[config.mk]
export PLATFORM = sky130hd
export DESIGN_NAME = arm_instr_encoder_flat
export DESIGN_NICKNAME = d
export VERILOG_FILES = /design/src/rtl/arm_instr_encoder_if.sv /design/src/rtl/arm_instr_encoder.sv /design/src/flat_wrapper.sv
export SDC_FILE = /design/constraint.sdc
export NUM_CORES = 1
export LEC_CHECK = 0
export CAP_MARGIN = 20
export CORE_MARGIN = 2
export CORE_UTILIZATION = 35
export DETAILED_ROUTE_END_ITERATION = 8
export REMOVE_ABC_BUFFERS = 1
export SYNTH_ARGS = -nofsm -noshare
export SYNTH_HDL_FRONTEND = slang
export SYNTH_SLANG_ARGS = --single-unit
[constraint.sdc]
create_clock -name clk -period 2.8 [get_ports clk]
set_input_delay 0.42 -clock clk [delete_from_list [all_inputs] [get_ports clk]]
set_output_delay 0.42 -clock clk [all_outputs]
set_load 0.03 [all_outputs]
[src/rtl/arm_instr_encoder_if.sv]
// ============================================================================
//  Module  : arm_instr_encoder_if
//  Purpose : Request/response bundle for the ARM instruction encoder.
//  Rev     : 1.0  initial release
// ============================================================================
`default_nettype none

interface arm_instr_encoder_if;
  logic        in_valid;
  logic        in_ready;
  logic [1:0]  in_class;
  logic [3:0]  in_cond;
  logic        in_imm;
  logic [3:0]  in_cmd;
  logic        in_s;
  logic [3:0]  in_rn;
  logic [3:0]  in_rd;
  logic [11:0] in_op2;
  logic        in_link;
  logic [23:0] in_boff;
  logic        out_valid;
  logic        out_ready;
  logic [31:0] out_instr;
  logic [31:0] out_addr;
  logic        err;

  modport master (
    output in_valid, in_class, in_cond, in_imm, in_cmd, in_s, in_rn, in_rd,
           in_op2, in_link, in_boff, out_ready,
    input  in_ready, out_valid, out_instr, out_addr, err
  );

  modport slave (
    input  in_valid, in_class, in_cond, in_imm, in_cmd, in_s, in_rn, in_rd,
           in_op2, in_link, in_boff, out_ready,
    output in_ready, out_valid, out_instr, out_addr, err
  );
endinterface

`default_nettype wire

[src/rtl/arm_instr_encoder.sv]
// ============================================================================
//  Module  : arm_instr_encoder
//  Purpose : Encodes DP/memory/branch requests into 32-bit ARM words through a
//            2-entry output buffer with a running imem byte address.
//            Define ARM_ENC_BRL_EN to allow branch-with-link.
//  Rev     : 1.0  initial release
// ============================================================================
`default_nettype none

module arm_instr_encoder (
  input  wire logic            clk,
  input  wire logic            reset,
  arm_instr_encoder_if.slave   bus
);

  typedef enum logic [1:0] {
    S_EMPTY = 2'd0,
    S_ONE   = 2'd1,
    S_TWO   = 2'd2
  } state_t;

  state_t      r_state;
  logic [31:0] r_head;
  logic [31:0] r_tail;
  logic [31:0] r_addr;
  logic        r_err;

  logic [31:0] w_enc;
  logic        w_illegal;
  logic        w_accept;
  logic        w_push;
  logic        w_pop;

  always_comb begin
    w_enc = '0;
    case (bus.in_class)
      2'b00:   w_enc = {bus.in_cond, 2'b00, bus.in_imm, bus.in_cmd, bus.in_s,
                        bus.in_rn, bus.in_rd, bus.in_op2};
      2'b01:   w_enc = {bus.in_cond, 2'b01, ~bus.in_imm, 4'b1100, bus.in_s,
                        bus.in_rn, bus.in_rd, bus.in_op2};
      2'b10:   w_enc = {bus.in_cond, 3'b101, bus.in_link, bus.in_boff};
      default: w_enc = '0;
    endcase
  end

`ifdef ARM_ENC_BRL_EN
  assign w_illegal = (bus.in_class == 2'b11);
`else
  // Without link support a BL request is rejected like an illegal class.
  assign w_illegal = (bus.in_class == 2'b11) ||
                     ((bus.in_class == 2'b10) && bus.in_link);
`endif

  assign bus.in_ready  = !reset && (r_state != S_TWO);
  assign w_accept      = bus.in_valid && bus.in_ready;
  assign w_push        = w_accept && !w_illegal;
  assign w_pop         = (r_state != S_EMPTY) && bus.out_ready;

  assign bus.out_valid = (r_state != S_EMPTY);
  assign bus.out_instr = r_head;
  assign bus.out_addr  = r_addr;
  assign bus.err       = r_err;

  always_ff @(posedge clk) begin
    if (reset) begin
      r_state <= S_EMPTY;
      r_head  <= '0;
      r_tail  <= '0;
      r_addr  <= '0;
      r_err   <= 1'b0;
    end else begin
      r_err <= w_accept && w_illegal;
      if (w_pop) begin
        r_addr <= r_addr + 32'd4;
      end
      case (r_state)
        S_EMPTY: begin
          if (w_push) begin
            r_head  <= w_enc;
            r_state <= S_ONE;
          end
        end
        S_ONE: begin
          if (w_push && w_pop) begin
            r_head <= w_enc;
          end else if (w_push) begin
            r_tail  <= w_enc;
            r_state <= S_TWO;
          end else if (w_pop) begin
            r_state <= S_EMPTY;
          end
        end
        S_TWO: begin
          // in_ready is low here, so only a pop can occur.
          if (w_pop) begin
            r_head  <= r_tail;
            r_state <= S_ONE;
          end
        end
        default: r_state <= S_EMPTY;
      endcase
    end
  end

endmodule

`default_nettype wire

[src/flat_wrapper.sv]
// flat-port wrapper written by rule: the top's interface ports become plain ports
module arm_instr_encoder_flat 
  (clk, reset, bus_in_valid, bus_in_class, bus_in_cond, bus_in_imm, bus_in_cmd, bus_in_s, bus_in_rn, bus_in_rd, bus_in_op2, bus_in_link, bus_in_boff, bus_out_ready, bus_in_ready, bus_out_valid, bus_out_instr, bus_out_addr, bus_err);
  arm_instr_encoder_if bus_i ();
  input  wire logic clk;
  input  wire logic reset;
  input wire logic [$bits(bus_i.in_valid)-1:0] bus_in_valid;
  input wire logic [$bits(bus_i.in_class)-1:0] bus_in_class;
  input wire logic [$bits(bus_i.in_cond)-1:0] bus_in_cond;
  input wire logic [$bits(bus_i.in_imm)-1:0] bus_in_imm;
  input wire logic [$bits(bus_i.in_cmd)-1:0] bus_in_cmd;
  input wire logic [$bits(bus_i.in_s)-1:0] bus_in_s;
  input wire logic [$bits(bus_i.in_rn)-1:0] bus_in_rn;
  input wire logic [$bits(bus_i.in_rd)-1:0] bus_in_rd;
  input wire logic [$bits(bus_i.in_op2)-1:0] bus_in_op2;
  input wire logic [$bits(bus_i.in_link)-1:0] bus_in_link;
  input wire logic [$bits(bus_i.in_boff)-1:0] bus_in_boff;
  input wire logic [$bits(bus_i.out_ready)-1:0] bus_out_ready;
  output wire logic [$bits(bus_i.in_ready)-1:0] bus_in_ready;
  output wire logic [$bits(bus_i.out_valid)-1:0] bus_out_valid;
  output wire logic [$bits(bus_i.out_instr)-1:0] bus_out_instr;
  output wire logic [$bits(bus_i.out_addr)-1:0] bus_out_addr;
  output wire logic [$bits(bus_i.err)-1:0] bus_err;
  assign bus_i.in_valid = bus_in_valid;
  assign bus_i.in_class = bus_in_class;
  assign bus_i.in_cond = bus_in_cond;
  assign bus_i.in_imm = bus_in_imm;
  assign bus_i.in_cmd = bus_in_cmd;
  assign bus_i.in_s = bus_in_s;
  assign bus_i.in_rn = bus_in_rn;
  assign bus_i.in_rd = bus_in_rd;
  assign bus_i.in_op2 = bus_in_op2;
  assign bus_i.in_link = bus_in_link;
  assign bus_i.in_boff = bus_in_boff;
  assign bus_i.out_ready = bus_out_ready;
  assign bus_in_ready = bus_i.in_ready;
  assign bus_out_valid = bus_i.out_valid;
  assign bus_out_instr = bus_i.out_instr;
  assign bus_out_addr = bus_i.out_addr;
  assign bus_err = bus_i.err;
  arm_instr_encoder u_core (.clk(clk), .reset(reset), .bus(bus_i));
endmodule
==> results of run 1 <==
final timing paths:
check | endpoint | depth (start not counted)
max | bus_in_ready | 3
min | u_core.r_tail[23]$_SDFFE_PP0P_ | 2
max reg2reg | u_core.bus.out_addr[28]$_SDFFE_PP0P_ | 4
min reg2reg | u_core.r_tail[23]$_SDFFE_PP0P_ | 2
worst max-delay path: stages (launching register included):
cell and delay, ns:
dfxtp_1 0.50, nor2b_1 0.11, nor2_1 0.21, clkdlybuf4s50_1 0.71
cell usage in the layout (no fill, tap or decap), drive strengths merged, types with 3 or more instances in the layout:
| cell type | instances |
|---|---|
| o31ai | 14 |
| or2 | 3 |
| dfxtp | 97 |
| nor3 | 15 |
| buf | 18 |
| nor2 | 51 |
| nand4 | 10 |
| a221o | 4 |
| a311oi | 28 |
| nor4 | 6 |
| clkbuf | 10 |
| mux2i | 3 |
| nor2b | 9 |
| xnor2 | 10 |
| a21oi | 54 |
| o221ai | 17 |
| nand3b | 19 |
| clkdlybuf4s50 | 124 |
| nand3 | 44 |
| a21boi | 4 |
| or4 | 15 |
| nand2 | 51 |
| and4 | 5 |
| a211oi | 5 |
| nand2b | 19 |
| inv | 8 |
| clkinvlp | 3 |
per-stage QoR:
stage / hold slack, ns / cell area [um2] / util, % / instances
6_report: 0.458 / 6370 / 48.5 / 848
5_1_grt: 0.477 / 6370 / 48.5 / 848
4_1_cts: 0.457 / 6370 / 48.5 / 848
3_5_place_dp: 0.447 / 6040 / 45.9 / 832
3_3_place_gp: 0.442 / 6040 / 45.9 / 832
2_1_floorplan: 0.431 / 4420 / - / 514
power by group:
group	internal, uW	total, uW	leakage (uW)	switching, uW
Combinational	190	397	0.00116	206
Clock	809	1350	0.000151	539
Sequential	1410	1430	0.000785	23.0
final cells by class:
class | count | area (um2)
multi-input cells | 408 | 2450
fillers | 1284 | 6770
clock inverters | 6 | 91.3
repair buffers | 142 | 1390
well taps | 176 | 220
inverters | 9 | 33.8
flip-flops and latches | 97 | 1940
clock buffers | 10 | 239
cell families (layout without fill, tap and decap cells):
family                   Yosys count  in the layout  synth area share [%]
multiplexers                       5              5                  1.13
flip-flops                        97             97                  41.7
buffers and inverters             68            167                  5.88
adder cells (fa/ha/maj)            1              1                 0.269
XOR/XNOR                          11             11                  2.07
other                              1              2                0.0805
AO/OA/AOI/OAI                    137            137                  20.7
AND/OR/NAND/NOR                  252            252                  28.2
registers in the layout, summed over array words and instances, names as in the netlist:
signal / count
u_core.bus.out_instr: 32
u_core.r_tail: 32
u_core.bus.out_addr: 30
u_core.r_state: 2
u_core.bus.err: 1
routing by layer:
layer / track usage (%) / vias to the layer above / share of wire, % / wire, um
met5: 0 / - / 0 / 0
met4: 4.12 / 0 / 0.89 / 118
met3: 3.88 / 11 / 6.7 / 887
met2: 29.0 / 172 / 46 / 6060
met1: 26.0 / 2184 / 47 / 6200
li1: - / 2285 / - / -
==> run_results.csv, run 1 <==
group,metric,value,unit
power,p_leak,0.00209,uW
status,status,"finished, final reports clean",
place,dp_hpwl,8.76,mm
global_routing,grt_usage,18.4,%
clock_network,cts_tree,"yes",
die,die_area,0.0142,mm2
run,drv_cap,0,
critical_path,cp-startpoint,"u_core.r_state[0]$_SDFFE_PP0P_",
die,fp.dieW,119,um
layout,drive_above_1_share,6.25,%
critical_path,reg2reg_from,"u_core.bus.out_addr[7]$_SDFFE_PP0P_",
yosys,ys_types,48,
clock_network,clk-insertion-delay-late,0.34,ns
detailed_routing,wirelength,13.3,mm
global_routing,first_global_vias,4280,
timing,setup_ws,0.514,ns
timing,clock_skew,0.00613,ns
die,die_h,119,um
yosys,synth_top_area_share,41.7,%
power,peakVddDrop,0.280,mV
yosys,synth_edf_count,0,
layout,diodes,0,
yosys,async_reset_ff_share,0,%
critical_path,cp.arrival,1.87,ns
global_routing,grt_pass1_wl,21.4,mm
detailed_routing,drc,0,
min_path,min_from,"u_core.r_tail[23]$_SDFFE_PP0P_",
critical_path,r2r_slack,0.61,ns
detailed_routing,wl_per_cell,15.6,um
clock_network,cts-buffers-inserted,9,
critical_path,worstPathRequired,2.38,ns
die,pin_count,128,
timing,tns,0,ns
place,io_buffers,125,
place,gp_congestion,0.796,
die,core,0.0131,mm2
clock_network,holdBufCountCts,0,
detailed_routing,vias_per_cell,5.49,
clock_network,htree_num_levels,3,
global_routing,grt_overflow,0,
clock_network,cts_resized,0,
timing,max_slew.worst_pin.slew,1.04,ns
die,initial_utilization,35.4,%
yosys,netlist_top_cells_area,"dfxtp_1, a21oi_1, a311oi_1, nand3_1, nand2_1",
yosys,ys_ff_latch,97,
detailed_routing,drtIter0Drc,440,
yosys,synth_cells,572,
timing,final_hold_viol_count,0,
timing,report.final.setup_viol,0,
power,power_per_cell_area,499,mW/mm2
yosys,ys_top_cells_by_count,"dfxtp_1, a21oi_1, nand2_1, nor2_1, clkbuf_1",
detailed_routing,drt-pass1-iter-count,5,
yosys,syn_avg_cell_area,8.14,um2
timing,fin_crit,2.29,ns
min_path,hp-class,"register to register",
timing,max_freq,438,MHz
layout,syn_to_final_growth,36.7,%
clock_network,path_clk_slew,0.07,ns
clock_network,clock_path_buffers,2,
yosys,synth_largest_area_cell,"dfxtp_1",
yosys,syn_area,0.00466,mm2
global_routing,antenna_found_initial,0,
clock_network,root_buffer,"clkbuf_16",
yosys,yosysSeqAreaShare,41.7,%
clock_network,cts.sinks,97,
layout,nNetsFinal,729,
detailed_routing,vias,4652,
critical_path,start_kind,"register",
timing,maxSlewViolCount,0,
yosys,synth_most_common_cell,"dfxtp_1",
place,dp_slack,0.314,ns
power,total_power,3180,uW
timing,rsz0062_at_grt,"no",
clock_network,post_cts_buffers,0,
timing,max_slew_margin,30.9,%
die,rows,42,
global_routing,grt_max_degree,100,
critical_path,worst-path-max-fanout,10,
critical_path,critPathCaptureType,"output pin",
yosys,ys_dominant_reg_cell,"dfxtp_1",
yosys,ys_warn_count,0,
detailed_routing,ant_nets,0,
timing,fin_crit_sh,81.6,%
critical_path,critical_path_class,"register to output pin",
No activity file was read; power rests on OpenSTA's default activity.
==> run 2, diff against run 1 <==
- clock period: 2.8 -> 1.9 ns (I/O delays scaled with it)
==> run 2 against run 1 <==
  * Flip-flop and latch count is the same
  * Die area is the same
  * Clock skew grew 0.0019 ns
  * Combinational power grew 60%
  * Clock power grew 36%
  * Final cell count grew 6.4%
  * Worst setup slack lost 0.51 ns
  * Core utilization grew 4.0 points
  * Worst hold slack lost 0.0032 ns
  * Critical path type is now register to register
  * Highest routed layer unchanged
==> run_results.csv, run 2 (synthesis results as in run 1) <==
group,metric,value,unit
status,status,"finished, final reports clean",
min_path,hold_depth,2,
critical_path,cp_num_buf_inv,0,
detailed_routing,wl_per_cell,15.9,um
place,dp_hpwl,9.57,mm
die,rows,42,
critical_path,reg2reg_from,"u_core.bus.out_addr[6]$_SDFFE_PP0P_",
critical_path,path_cells,"nand4_4 -> or4_4 -> nor4_4 -> mux2_4",
timing,clock_skew,0.00801,ns
global_routing,antenna_found_initial,0,
timing,max_freq,527,MHz
critical_path,crit_family,"simple AND/OR/NAND/NOR gates",
critical_path,r2r_cells,4,
die,fp.dieW,119,um
critical_path,worst-path-max-fanout,8,
critical_path,critical_path_class,"register to register",
clock_network,path_clk_slew,0.06,ns
timing,tns,0,ns
layout,drive_above_1_share,15.2,%
critical_path,critPathMaxStageDelay,0.64,ns
clock_network,cts-buffers-inserted,9,
layout,final_area,0.00689,mm2
min_path,min_to,"u_core.r_tail[31]$_SDFFE_PP0P_",
min_path,min_from,"u_core.r_tail[31]$_SDFFE_PP0P_",
critical_path,timing.rr.end,"u_core.bus.out_addr[31]$_SDFFE_PP0P_",
power,total_power,4590,uW
timing,fin_crit,1.90,ns
critical_path,worstPathRequired,2.13,ns
critical_path,cp.arrival,2.13,ns
global_routing,grt_max_degree,100,
timing,max_slew.worst_pin.slew,0.501,ns
layout,layout_commonest_cell,"clkdlybuf4s50_1",
place,io_buffers,125,
layout,nNetsFinal,784,
detailed_routing,drt-pass1-iter-count,4,
layout,diodes,0,
detailed_routing,drtIter0Drc,343,
detailed_routing,wirelength,14.3,mm
critical_path,start_kind,"register",
place,dpl_cell_area,0.00648,mm2
global_routing,grt_overflow,0,
critical_path,slowest_stage,"or4_4",
clock_network,cts.sinks,97,
timing,max_slew_margin,66.6,%
die,die_area,0.0142,mm2
layout,syn_to_final_growth,48.0,%
layout,mostFrequentLayoutCells,"clkdlybuf4s50_1, dfxtp_1, buf_4",
critical_path,path_depth,4,
min_path,hp-class,"register to register",
global_routing,grt_usage,20.0,%
detailed_routing,drc,0,
clock_network,root_buffer,"clkbuf_16",
critical_path,critPathCaptureType,"register",
place,gp_congestion,0.804,
timing,rsz0062_at_grt,"yes",
clock_network,clock_path_buffers,2,
detailed_routing,vias_per_cell,5.41,
clock_network,htree_num_levels,3,
die,initial_utilization,35.4,%
power,p_leak,0.00241,uW
layout,final_core_util,52.4,%
global_routing,first_global_vias,4693,
timing,report.final.setup_viol,0,
detailed_routing,vias,4880,
run,drv_cap,0,
die,core,0.0131,mm2
power,peakVddDrop,0.391,mV
clock_network,cts_tree,"yes",
timing,fin_crit_sh,99.9,%
critical_path,r2r_slack,0.002,ns
power,power_per_cell_area,666,mW/mm2
detailed_routing,ant_nets,0,
global_routing,grt_pass1_wl,23.2,mm
clock_network,clk-insertion-delay-late,0.34,ns
timing,final_hold_viol_count,0,
die,pin_count,128,
timing,maxSlewViolCount,0,
die,die_h,119,um
## run 2: final cells by class
class                      instances  area (um2)
clock buffer                      13         260
clock inverter                     2        37.5
fill                            1264        6250
inverter                           9        33.8
multi-input combinational        410        2540
sequential                        97        1950
tap                              176         220
timing repair buffer             195        1850
## run 2: worst max path at each step
stage / start / end / slack (ns)
after floorplan: u_core.bus.out_addr[7]$_SDFFE_PP0P_ / u_core.bus.out_addr[31]$_SDFFE_PP0P_ / -0.31
after global placement: bus_in_class[0] / u_core.bus.out_instr[17]$_SDFFE_PP0P_ / -0.13
after detailed placement: bus_in_class[0] / u_core.bus.out_instr[17]$_SDFFE_PP0P_ / -0.14
after CTS: u_core.bus.out_addr[9]$_SDFFE_PP0P_ / u_core.bus.out_addr[28]$_SDFFE_PP0P_ / -0.04
after global routing: u_core.bus.out_addr[6]$_SDFFE_PP0P_ / u_core.bus.out_addr[31]$_SDFFE_PP0P_ / -0.07
final: u_core.bus.out_addr[6]$_SDFFE_PP0P_ / u_core.bus.out_addr[31]$_SDFFE_PP0P_ / 0.002
## run 2: power breakdown
group	internal, uW	total [uW]	switching, uW
registers	2080	2110	31.6
logic	317	637	320
clock network	1090	1840	757
total	3480	4590	1110
## run 2: routing by layer
| layer | GRT usage, % | wire length, um | vias to the layer above |
|---|---|---|---|
| li1 | - | - | 2400 |
| met1 | 27.6 | 6610 | 2297 |
| met2 | 31.8 | 6610 | 170 |
| met3 | 3.59 | 889 | 13 |
| met4 | 6.32 | 204 | 0 |
| met5 | 0 | 0 | - |
## run 2: what timing repair did
item / CTS / global route
pin swaps: 5 / 5
cloned: 0 / 2
gates resized for setup: 4 / 20
endpoints found under the hold margin: 0 / 0
buffers inserted: 0 / 2
endpoints found under the setup margin: 11 / 16
hold buffers: 0 / 0
## run 2: through the flow
step	cells	hold slack, ns	setup WS (ns)
after global routing	902	0.486	-0.0737
final	902	0.455	0.00235
after floorplan	514	0.354	-0.311
after global placement	883	0.442	-0.135
after detailed placement	883	0.447	-0.140
after CTS	898	0.459	-0.0370
## run 2: worst register-to-register path, delay by kind of cell, from the launching register on
kind / cells / cell delay, ns
DFF: 1 / 0.36
muxes: 1 / 0.32
and+or+nand+nor: 3 / 1.10
==> run 3, diff against run 2 <==
- GPL_TIMING_DRIVEN: default -> 0
==> run 3 against run 2 <==
  * Worst hold slack got worse by 0.19 ns
  * Final cell count shrank 5.7%
  * First-iteration DRC count up 26%
  * Flip-flop and latch count unchanged
  * Via count shrank 1.6%
  * Core utilization decreased by 2.0 points
  * Die area did not move
  * Sequential power hardly changed
  * Maximum frequency is 0.40% higher
  * Critical endpoint unchanged
==> run_results.csv, run 3 (synthesis results as in run 1) <==
group,metric,value,unit
power,p_leak,0.00223,uW
critical_path,timing.rr.end,"u_core.bus.out_addr[31]$_SDFFE_PP0P_",
detailed_routing,drtIter0Drc,432,
clock_network,root_buffer,"clkbuf_16",
critical_path,critPathCaptureType,"register",
detailed_routing,ant_nets,0,
timing,max_freq,529,MHz
place,dp_hpwl,8.77,mm
critical_path,critical_path_class,"register to register",
layout,regArea,0.00197,mm2
power,power_per_cell_area,721,mW/mm2
layout,diodes,0,
timing,holdWs,0.266,ns
clock_network,htree_num_levels,3,
run,drv_cap,0,
timing,fin_crit_sh,99.5,%
global_routing,antenna_found_initial,0,
timing,max_slew.worst_pin.slew,0.687,ns
min_path,min_to,"u_core.r_tail[21]$_SDFFE_PP0P_",
detailed_routing,wirelength,14.2,mm
detailed_routing,vias_per_cell,5.64,
clock_network,cts_tree,"yes",
die,pin_count,128,
timing,report.final.setup_viol,0,
clock_network,clk-insertion-delay-late,0.35,ns
critical_path,path_cells,"nand4_4 -> or4_4 -> nor4_4 -> mux2_1",
critical_path,cp.arrival,2.12,ns
timing,maxSlewViolCount,0,
power,peakVddDrop,0.371,mV
die,core,0.0131,mm2
timing,clock_skew,0.00517,ns
clock_network,cts.sinks,97,
critical_path,start_kind,"register",
critical_path,slowest_stage,"or4_4",
timing,max_slew_margin,54.1,%
layout,layout_commonest_cell,"clkdlybuf4s50_1",
critical_path,r2r_cells,4,
power,p_clk_share,43.3,%
detailed_routing,drc,0,
layout,final_core_util,50.4,%
layout,nNetsFinal,733,
clock_network,path_clk_slew,0.07,ns
critical_path,path_depth,4,
critical_path,worstPathRequired,2.13,ns
timing,rsz0062_at_grt,"yes",
layout,fillers,1306,
die,die_h,119,um
power,pwr-share-comb,12.5,%
layout,multiInputGateArea,0.00261,mm2
critical_path,reg2reg_from,"u_core.bus.out_addr[9]$_SDFFE_PP0P_",
status,status,"finished, final reports clean",
clock_network,holdBufCountCts,0,
critical_path,critPathMaxStageDelay,0.64,ns
global_routing,grt_max_degree,86,
global_routing,grt_overflow,0,
die,die_area,0.0142,mm2
die,fp.dieW,119,um
power,p_sw_share,24.0,%
timing,final_hold_viol_count,0,
die,initial_utilization,35.4,%
detailed_routing,wl_per_cell,16.7,um
power,p_int,3630,uW
detailed_routing,vias,4800,
clock_network,clock_path_buffers,2,
timing,fin_crit,1.89,ns
layout,mostFrequentLayoutCells,"clkdlybuf4s50_1, dfxtp_1, a21oi_1",
min_path,hold_depth,2,
min_path,hp-class,"input pin to register",
critical_path,cp_num_buf_inv,0,
global_routing,grt_usage,20.3,%
min_path,min_from,"reset",
place,dp_slack,-1.84,ns
clock_network,cts-buffers-inserted,9,
global_routing,first_global_vias,4656,
place,gp_congestion,0.734,
layout,drive_above_1_share,11.1,%
die,rows,42,
layout,syn_to_final_growth,42.3,%
global_routing,grt_pass1_wl,23.5,mm
timing,setup_ws,0.00997,ns
detailed_routing,drt-pass1-iter-count,5,
critical_path,crit_family,"simple AND/OR/NAND/NOR gates",
critical_path,worst-path-max-fanout,8,
place,io_buffers,125,
power,p_seq_share,44.1,%
power,p_sw,1140,uW
critical_path,r2r_slack,0.01,ns
-- run 3: how the worst max path moves through the flow --
stage | from | to | slack, ns
2_1_floorplan | u_core.bus.out_addr[7]$_SDFFE_PP0P_ | u_core.bus.out_addr[31]$_SDFFE_PP0P_ | -0.31
3_3_place_gp | reset | u_core.bus.out_instr[22]$_SDFFE_PP0P_ | -3.99
3_5_place_dp | bus_in_class[0] | u_core.bus.out_instr[23]$_SDFFE_PP0P_ | -1.84
4_1_cts | u_core.bus.out_addr[6]$_SDFFE_PP0P_ | u_core.bus.out_addr[31]$_SDFFE_PP0P_ | -0.03
5_1_grt | u_core.bus.out_addr[9]$_SDFFE_PP0P_ | u_core.bus.out_addr[31]$_SDFFE_PP0P_ | -0.04
6_report | u_core.bus.out_addr[9]$_SDFFE_PP0P_ | u_core.bus.out_addr[31]$_SDFFE_PP0P_ | 0.01
-- run 3: layout make-up --
cell class                      count  share of cell area [%]
Clock inverter                      6                    1.62
Inverter                            9                   0.510
Timing Repair Buffer              144                    22.1
Clock buffer                        9                    3.40
Sequential cell                    97                    29.7
Multi-Input combinational cell    410                    39.3
Tap cell                          176                    3.32
-- run 3: power groups by stage --
stage	Combinational, uW	Sequential, uW	Clock [uW]
floorplan	194	2220	0
finish	599	2110	2070
global route	650	2110	2210
CTS	601	2110	2110
detailed placement	592	2160	0
global placement	565	2160	0
-- run 3: metrics by stage --
stage | instances | TNS [ns] | area [um2] | power (uW)
6_report | 851 | 0 | 6630 | 4780
2_1_floorplan | 514 | -10.67 | 4420 | 2410
4_1_cts | 849 | -0.0984 | 6570 | 4820
3_3_place_gp | 815 | -296.21 | 5890 | 2720
5_1_grt | 851 | -0.182 | 6630 | 4970
3_5_place_dp | 822 | -104.88 | 6030 | 2750
-- run 3: what timing repair did --
item / in CTS / in global routing
setup endpoints to repair: 91 / 42
resized for setup: 39 / 15
pin swaps: 10 / 9
setup buffers: 10 / 2
cloned: 2 / 0
-- run 3: layer usage --
layer	GRT usage, %	vias up	wire length, um
li1	-	2303	-
met1	26.8	2316	6280
met2	32.8	167	6770
met3	5.03	14	1010
met4	6.10	0	175
met5	0	-	0
